===== src/rtl/chip8_key_ctrl.sv =====
// CHIP-8 keypad: per-key debounce, registered key query and FX0A wait FSM; outputs 1 cycle after inputs, no backpressure.
// Define CHIP8_KEY_RELEASE_EN to complete FX0A on release of the captured key instead of on its press.
module chip8_key_ctrl #(
  parameter int DEBOUNCE_SAMPLES = 3
) (
  input  logic        clk_in,
  input  logic        rst_in,
  input  logic [15:0] key_pressed_in,
  input  logic        key_valid_in,
  output logic [15:0] keys_stable_out,
  input  logic [3:0]  query_key_in,
  output logic        query_pressed_out,
  input  logic        wait_req_in,
  input  logic        cancel_in,
  output logic        wait_busy_out,
  output logic        wait_done_out,
  output logic [3:0]  wait_key_out
);

  localparam int CW = $clog2(DEBOUNCE_SAMPLES + 1);
  localparam logic [CW-1:0] LP_LAST = CW'(DEBOUNCE_SAMPLES - 1);

`ifdef CHIP8_KEY_RELEASE_EN
  typedef enum logic [1:0] {ST_IDLE = 2'd0, ST_ARMED = 2'd1, ST_HELD = 2'd2, ST_DONE = 2'd3} state_t;
`else
  typedef enum logic [1:0] {ST_IDLE = 2'd0, ST_ARMED = 2'd1, ST_DONE = 2'd3} state_t;
`endif

  logic [CW-1:0] r_cnt [16];
  logic [CW-1:0] w_cnt_nxt [16];
  logic [15:0]   r_stable;
  logic [15:0]   w_stable_nxt;
  logic [15:0]   r_prev;
  logic          r_query;
  state_t        r_state;
  logic          r_busy;
  logic          r_done;
  logic [3:0]    r_key;
  logic [15:0]   w_rise;
  logic          w_rise_any;
  logic [3:0]    w_rise_idx;

  always_comb begin
    w_stable_nxt = r_stable;
    for (int i = 0; i < 16; i++) begin
      w_cnt_nxt[i] = r_cnt[i];
      if (key_valid_in) begin
        if (key_pressed_in[i] == r_stable[i]) begin
          w_cnt_nxt[i] = '0;
        end else if (r_cnt[i] == LP_LAST) begin
          w_stable_nxt[i] = ~r_stable[i];
          w_cnt_nxt[i]    = '0;
        end else begin
          w_cnt_nxt[i] = r_cnt[i] + CW'(1);
        end
      end
    end
  end

  assign w_rise     = r_stable & ~r_prev;
  assign w_rise_any = |w_rise;

  // Descending scan so the lowest rising index wins.
  always_comb begin
    w_rise_idx = 4'd0;
    for (int i = 15; i >= 0; i--) begin
      if (w_rise[i]) w_rise_idx = 4'(i);
    end
  end

`ifdef CHIP8_KEY_RELEASE_EN
  logic [15:0] w_fall;
  assign w_fall = ~r_stable & r_prev;
`endif

  always_ff @(posedge clk_in) begin
    if (!rst_in) begin
      for (int i = 0; i < 16; i++) r_cnt[i] <= '0;
      r_stable <= '0;
      r_prev   <= '0;
      r_query  <= 1'b0;
    end else begin
      r_cnt    <= w_cnt_nxt;
      r_stable <= w_stable_nxt;
      r_prev   <= r_stable;
      r_query  <= r_stable[query_key_in];
    end
  end

  always_ff @(posedge clk_in) begin
    if (!rst_in) begin
      r_state <= ST_IDLE;
      r_busy  <= 1'b0;
      r_done  <= 1'b0;
      r_key   <= 4'd0;
    end else begin
      r_done <= 1'b0;
      case (r_state)
        ST_IDLE: begin
          if (wait_req_in && !cancel_in) begin
            r_state <= ST_ARMED;
            r_busy  <= 1'b1;
          end
        end
        ST_ARMED: begin
          if (cancel_in) begin
            r_state <= ST_IDLE;
            r_busy  <= 1'b0;
          end else if (w_rise_any) begin
            r_key <= w_rise_idx;
`ifdef CHIP8_KEY_RELEASE_EN
            r_state <= ST_HELD;
`else
            r_state <= ST_DONE;
            r_busy  <= 1'b0;
            r_done  <= 1'b1;
`endif
          end
        end
`ifdef CHIP8_KEY_RELEASE_EN
        ST_HELD: begin
          if (cancel_in) begin
            r_state <= ST_IDLE;
            r_busy  <= 1'b0;
          end else if (w_fall[r_key]) begin
            r_state <= ST_DONE;
            r_busy  <= 1'b0;
            r_done  <= 1'b1;
          end
        end
`endif
        ST_DONE: begin
          r_state <= ST_IDLE;
        end
        default: begin
          r_state <= ST_IDLE;
          r_busy  <= 1'b0;
        end
      endcase
    end
  end

  assign keys_stable_out   = r_stable;
  assign query_pressed_out = r_query;
  assign wait_busy_out     = r_busy;
  assign wait_done_out     = r_done;
  assign wait_key_out      = r_key;

endmodule


===== config.mk =====
export PLATFORM = sky130hd
export DESIGN_NAME = chip8_key_ctrl
export DESIGN_NICKNAME = d
export VERILOG_FILES = /design/src/rtl/chip8_key_ctrl.sv
export SDC_FILE = /design/constraint.sdc
export NUM_CORES = 1
export LEC_CHECK = 0
export CORE_MARGIN = 2
export CORE_UTILIZATION = 58
export CTS_CLUSTER_SIZE = 10
export DETAILED_ROUTE_END_ITERATION = 16
export GPL_ROUTABILITY_DRIVEN = 0
export PLACE_DENSITY = 0.84
export SLEW_MARGIN = 15
export SYNTH_ARGS = -nofsm -noshare
export SYNTH_HDL_FRONTEND = slang
export SYNTH_SLANG_ARGS = --single-unit
export TNS_END_PERCENT = 50

===== constraint.sdc =====
create_clock -name clk_in -period 2.98 [get_ports clk_in]
set_input_delay 0.894 -clock clk_in [delete_from_list [all_inputs] [get_ports clk_in]]
set_output_delay 0.894 -clock clk_in [all_outputs]
set_load 0.01 [all_outputs]

* Word level (Yosys, flattened, before mapping)
Index checks and enable logic that the tools add are counted.
Word-level totals: output and inout port bits 23, word-level logic and storage cells 212, flip-flop bits (word level) 73, input port bits 25
Cells by class: equal/unequal tests 36, add/sub/neg operators 16, mux-type cells 59, magnitude comparators 1, bitwise logic cells 38, reduce and logical (&&, ||, !) cells 24
Operators with widths (number):
- $mux 2 | 35
- $mux 4 | 16
- $reduce_and 3->1 | 18
- $not 1->1 | 36
- $eq 2x2->1 const B | 17
- $add 2x1->2 const B | 16
- $and 16x16->16 | 1
- $eq 1x1->1 | 16
- $not 16->16 | 1
- $reduce_or 16->1 | 1
- $lt 4x5->1 const B | 1
- $mux 1 | 5
- $bmux 1 s4 | 1
- $pmux 2 s2 | 1
- $ne 3x3->1 const B | 1
- $pmux 1 s3 | 1
- $reduce_or 3->1 | 1
- $eq 2x1->1 const B | 1
- $logic_not 2->1 | 1
- $ne 2x2->1 const B | 1
- $reduce_and 2->1 | 1
- $logic_and 1x1->1 | 1
- $logic_not 1->1 | 1

* Logic depth before layout (Yosys ltp)
depth after elaboration 18, gate-level depth with buffers 5, mapped depth without buffers 5

* Least setup slack after synthesis
Ideal clock, no wire load.
kind input to register, from input query_key_in[0], to register r_query, in the netlist query_pressed_out, buffers on the path 0, required time 2.865 ns, arrival 2.008 ns, stages on the path 3, setup time 0.115 ns, path slack 0.857 ns, path through mux4_1 mux4_2 and2_1
On the way: cells in the longest elaborated chain, start to end 2
RTL lines:
- from (decl) | line 11 | input logic [3:0] query_key_in,
- $bmux 1 s4 | line 86 | r_query <= r_stable[query_key_in];
- $mux 1 (implied by the code) | line 86
- to (signal assigned) | line 86
- to (decl) | line 34 | logic r_query;
No other way between the ends. The select of a mux whose other input is x is not followed. A chain may end at the register's enable or synchronous reset.

* Final worst setup path
Same ends and word-level chain as after synthesis.

==> impl_metrics.json <==
{
  "post_cts_resized": 0,
  "post_synth_xor_area_fraction_pct": 4.10,
  "syn_nets": 378,
  "wl_met1_microns": 3000,
  "insertion_delay_ps": 340,
  "power_density_nw_per_um2": 459,
  "yosys-top-cells-area": "dfxtp_1 (43%), nor2b_1 (11%), mux2i_1 (9.1%)",
  "hold_viol_final": 0,
  "cts_setup_buffers": 0,
  "drt_iter0_drc": 132,
  "crit_slowest_cell": "clkdlybuf4s50_1",
  "cts_buffer_depth": 2,
  "cts_tree": "done",
  "seqCellArea_sq_um": 1460,
  "r2r-start": "keys_stable_out[12]",
  "dp_hpwl_microns": 4590,
  "slew_viol_final": 0,
  "synth_top_family_by_area": "simple AND/OR/NAND/NOR gates",
  "synth_mux_area_share_pct": 12.8,
  "maxSlewHeadroom_pct": 66.5,
  "clkTransAtPathRegs_ps": 70,
  "critical-path-max-stage-delay_ps": 580,
  "rsz0062_at_grt": "no",
  "viasPerCell": 5.43,
  "synth_edf_count": 0,
  "drv_cap": 0,
  "dieArea_sq_um": 6520,
  "antenna_found_initial": 0,
  "root_buffer": "clkbuf_8",
  "setup_tns_ps": 0,
  "startpoint_type": "input pin",
  "post-route-period-util_pct": 82.4,
  "die_y_microns": 80.7,
  "holdBufCountCts": 0,
  "wire_per_inst_microns": 13.5,
  "cp.arrival_ps": 2690,
  "critical_path_required_ps": 3210,
  "worstHoldPathType": "flop to flop",
  "cp_max_fo": 4,
  "setup_viol": 0,
  "ant_nets": 0,
  "multi_input_area_sq_um": 1890,
  "critPathLaunch": "query_key_in[0]",
  "met3WireLength_microns": 237,
  "netlist_instances": 353,
  "cts_made_buffers": 9,
  "outcome": "finished, final reports clean",
  "post-place-ws_ps": 181,
  "instances_no_fill": 475,
  "yosys.area_share.adder_pct": 0,
  "cts_max_level": 3,
  "yosys_warnings": 0,
  "antenna_cells": 0,
  "grt_max_degree": 45,
  "p_leak_uw": 0.00159,
  "hold_ws_ps": 439,
  "core_sq_um": 5610,
  "via_count": 2579,
  "drc": 0,
  "worstSetupPathType": "input pin to flop",
  "synth.avg_cell_area_sq_um": 9.68,
  "io_buffers": 47,
  "grt-ovfl-total": 0,
  "yosysTopAreaCell": "dfxtp_1",
  "drive_above_1_share_pct": 6.20,
  "rows": 27,
  "syn_area_sq_um": 3420,
  "end_kind": "flop",
  "clock_sinks": 73,
  "synth_cell_types": 39,
  "wl_met2_microns": 3040,
  "grt_pass1_vias": 2434,
  "ys_ff_latch": 73,
  "min_period_ps": 2460,
  "worstMarginPinSlew_ps": 501,
  "nFillCells": 418,
  "drt-total-wl_microns": 6410,
  "synth-simple-area-share_pct": 30.9,
  "grt_pass1_wl_microns": 11100,
  "clock_skew_ps": 8.67,
  "synthFlopType": "dfxtp_1",
  "io_pins": 48,
  "path_cells": "clkdlybuf4s50_1 -> mux4_1 -> mux4_2 -> and2_1",
  "path_buf_inv": 1,
  "yosysSeqAreaShare_pct": 42.8,
  "worstHoldStart": "r_state[1]",
  "ir_worst_vdd_uv": 281,
  "dr.pass1.iters": 5,
  "synthArstFlopShare_pct": 0,
  "fmax_mhz": 407,
  "cp_top_family": "multiplexers",
  "power_uw": 1890,
  "routed.top_layer": "met4",
  "synth_compound_area_share_pct": 7.47,
  "grt_usage_pct": 22.3,
  "area_delta_synth_final_pct": 20.6,
  "nets": 424,
  "start_util_pct": 60.9,
  "dpl.cell_count": 460,
  "die_w_microns": 80.7,
  "finalWorstSetupSlack_ps": 525,
  "synth_top_area_share_pct": 42.8
}
## layout by cell type (no fill, tap or decap), drive strengths merged, types with 3 or more instances in the layout
cell type	instances
dfxtp	73
nor2b	60
clkdlybuf4s50	45
nor3	31
mux2i	31
nand2	20
and2	19
o21a	16
nand3b	16
xnor2	15
clkbuf	13
nand2b	8
a21oi	8
nor2	6
mux4	5
buf	5
o21ai	3
nand4	3
## logic make-up (layout without fill, tap and decap cells)
family / count (synthesis) / count (layout)
AOI/OAI and AO/OA: 36 / 36
xor gates and xnor gates: 16 / 16
buffers and inverters: 16 / 66
DFF: 73 / 73
muxes: 36 / 36
and+or+nand+nor: 176 / 176
## metrics by stage
stage | util (%) | area [sq um]
floorplan | - | 3420
global placement | 70.2 | 3940
detailed placement | 70.2 | 3940
CTS | 73.5 | 4120
global route | 73.5 | 4120
finish | 73.5 | 4120
## per-layer routing
layer,up-vias,track usage [%]
met1,1185,27.5
li1,1323,-
met5,-,0
met2,59,37.3
met3,12,3.89
met4,0,11.9
## registers in the layout, indices dropped and copies added, names as in the netlist
register and count:
wait_busy_out 1, r_prev 16, r_state 2, keys_stable_out 16, r_cnt 32, query_pressed_out 1, wait_done_out 1, wait_key_out 4
## power breakdown
group          switching, uW  internal (uW)  total [uW]
registers               20.2            998        1020
clock network            339            365         704
logic                   75.1           93.5         169
## worst paths after layout
check	cells after the start	slack [ps]	to
worst max-delay path	4	520	query_pressed_out
worst min-delay path	1	440	r_state[0]
worst max register to register	5	1210	wait_key_out[1]
worst min register to register	1	440	r_state[0]
## synth_stat cells (all sizes together) (2+ instances only)
master and n:
nor2b 60, o21a 16, mux4 5, o311ai 2, and2 19, nor3 31, nand4b 2, a21oi 8
mux2i 31, nand2 20, nor4b 2, nor4 2, nand3b 16, nand2b 8, nor2 6, dfxtp 73
nand4 3, xnor2 15, buf 3, nor3b 2, o21ai 3, clkbuf 12
## layout make-up
cell class	count	area share [%]
multi-input cells	264	45.8
flip-flops and latches	73	35.5
repair buffers	50	12.0
clock buffers	13	4.10
well taps	72	2.19
clock inverters	2	0.304
inverters	1	0.0911
(Power assumes the default switching activity.)
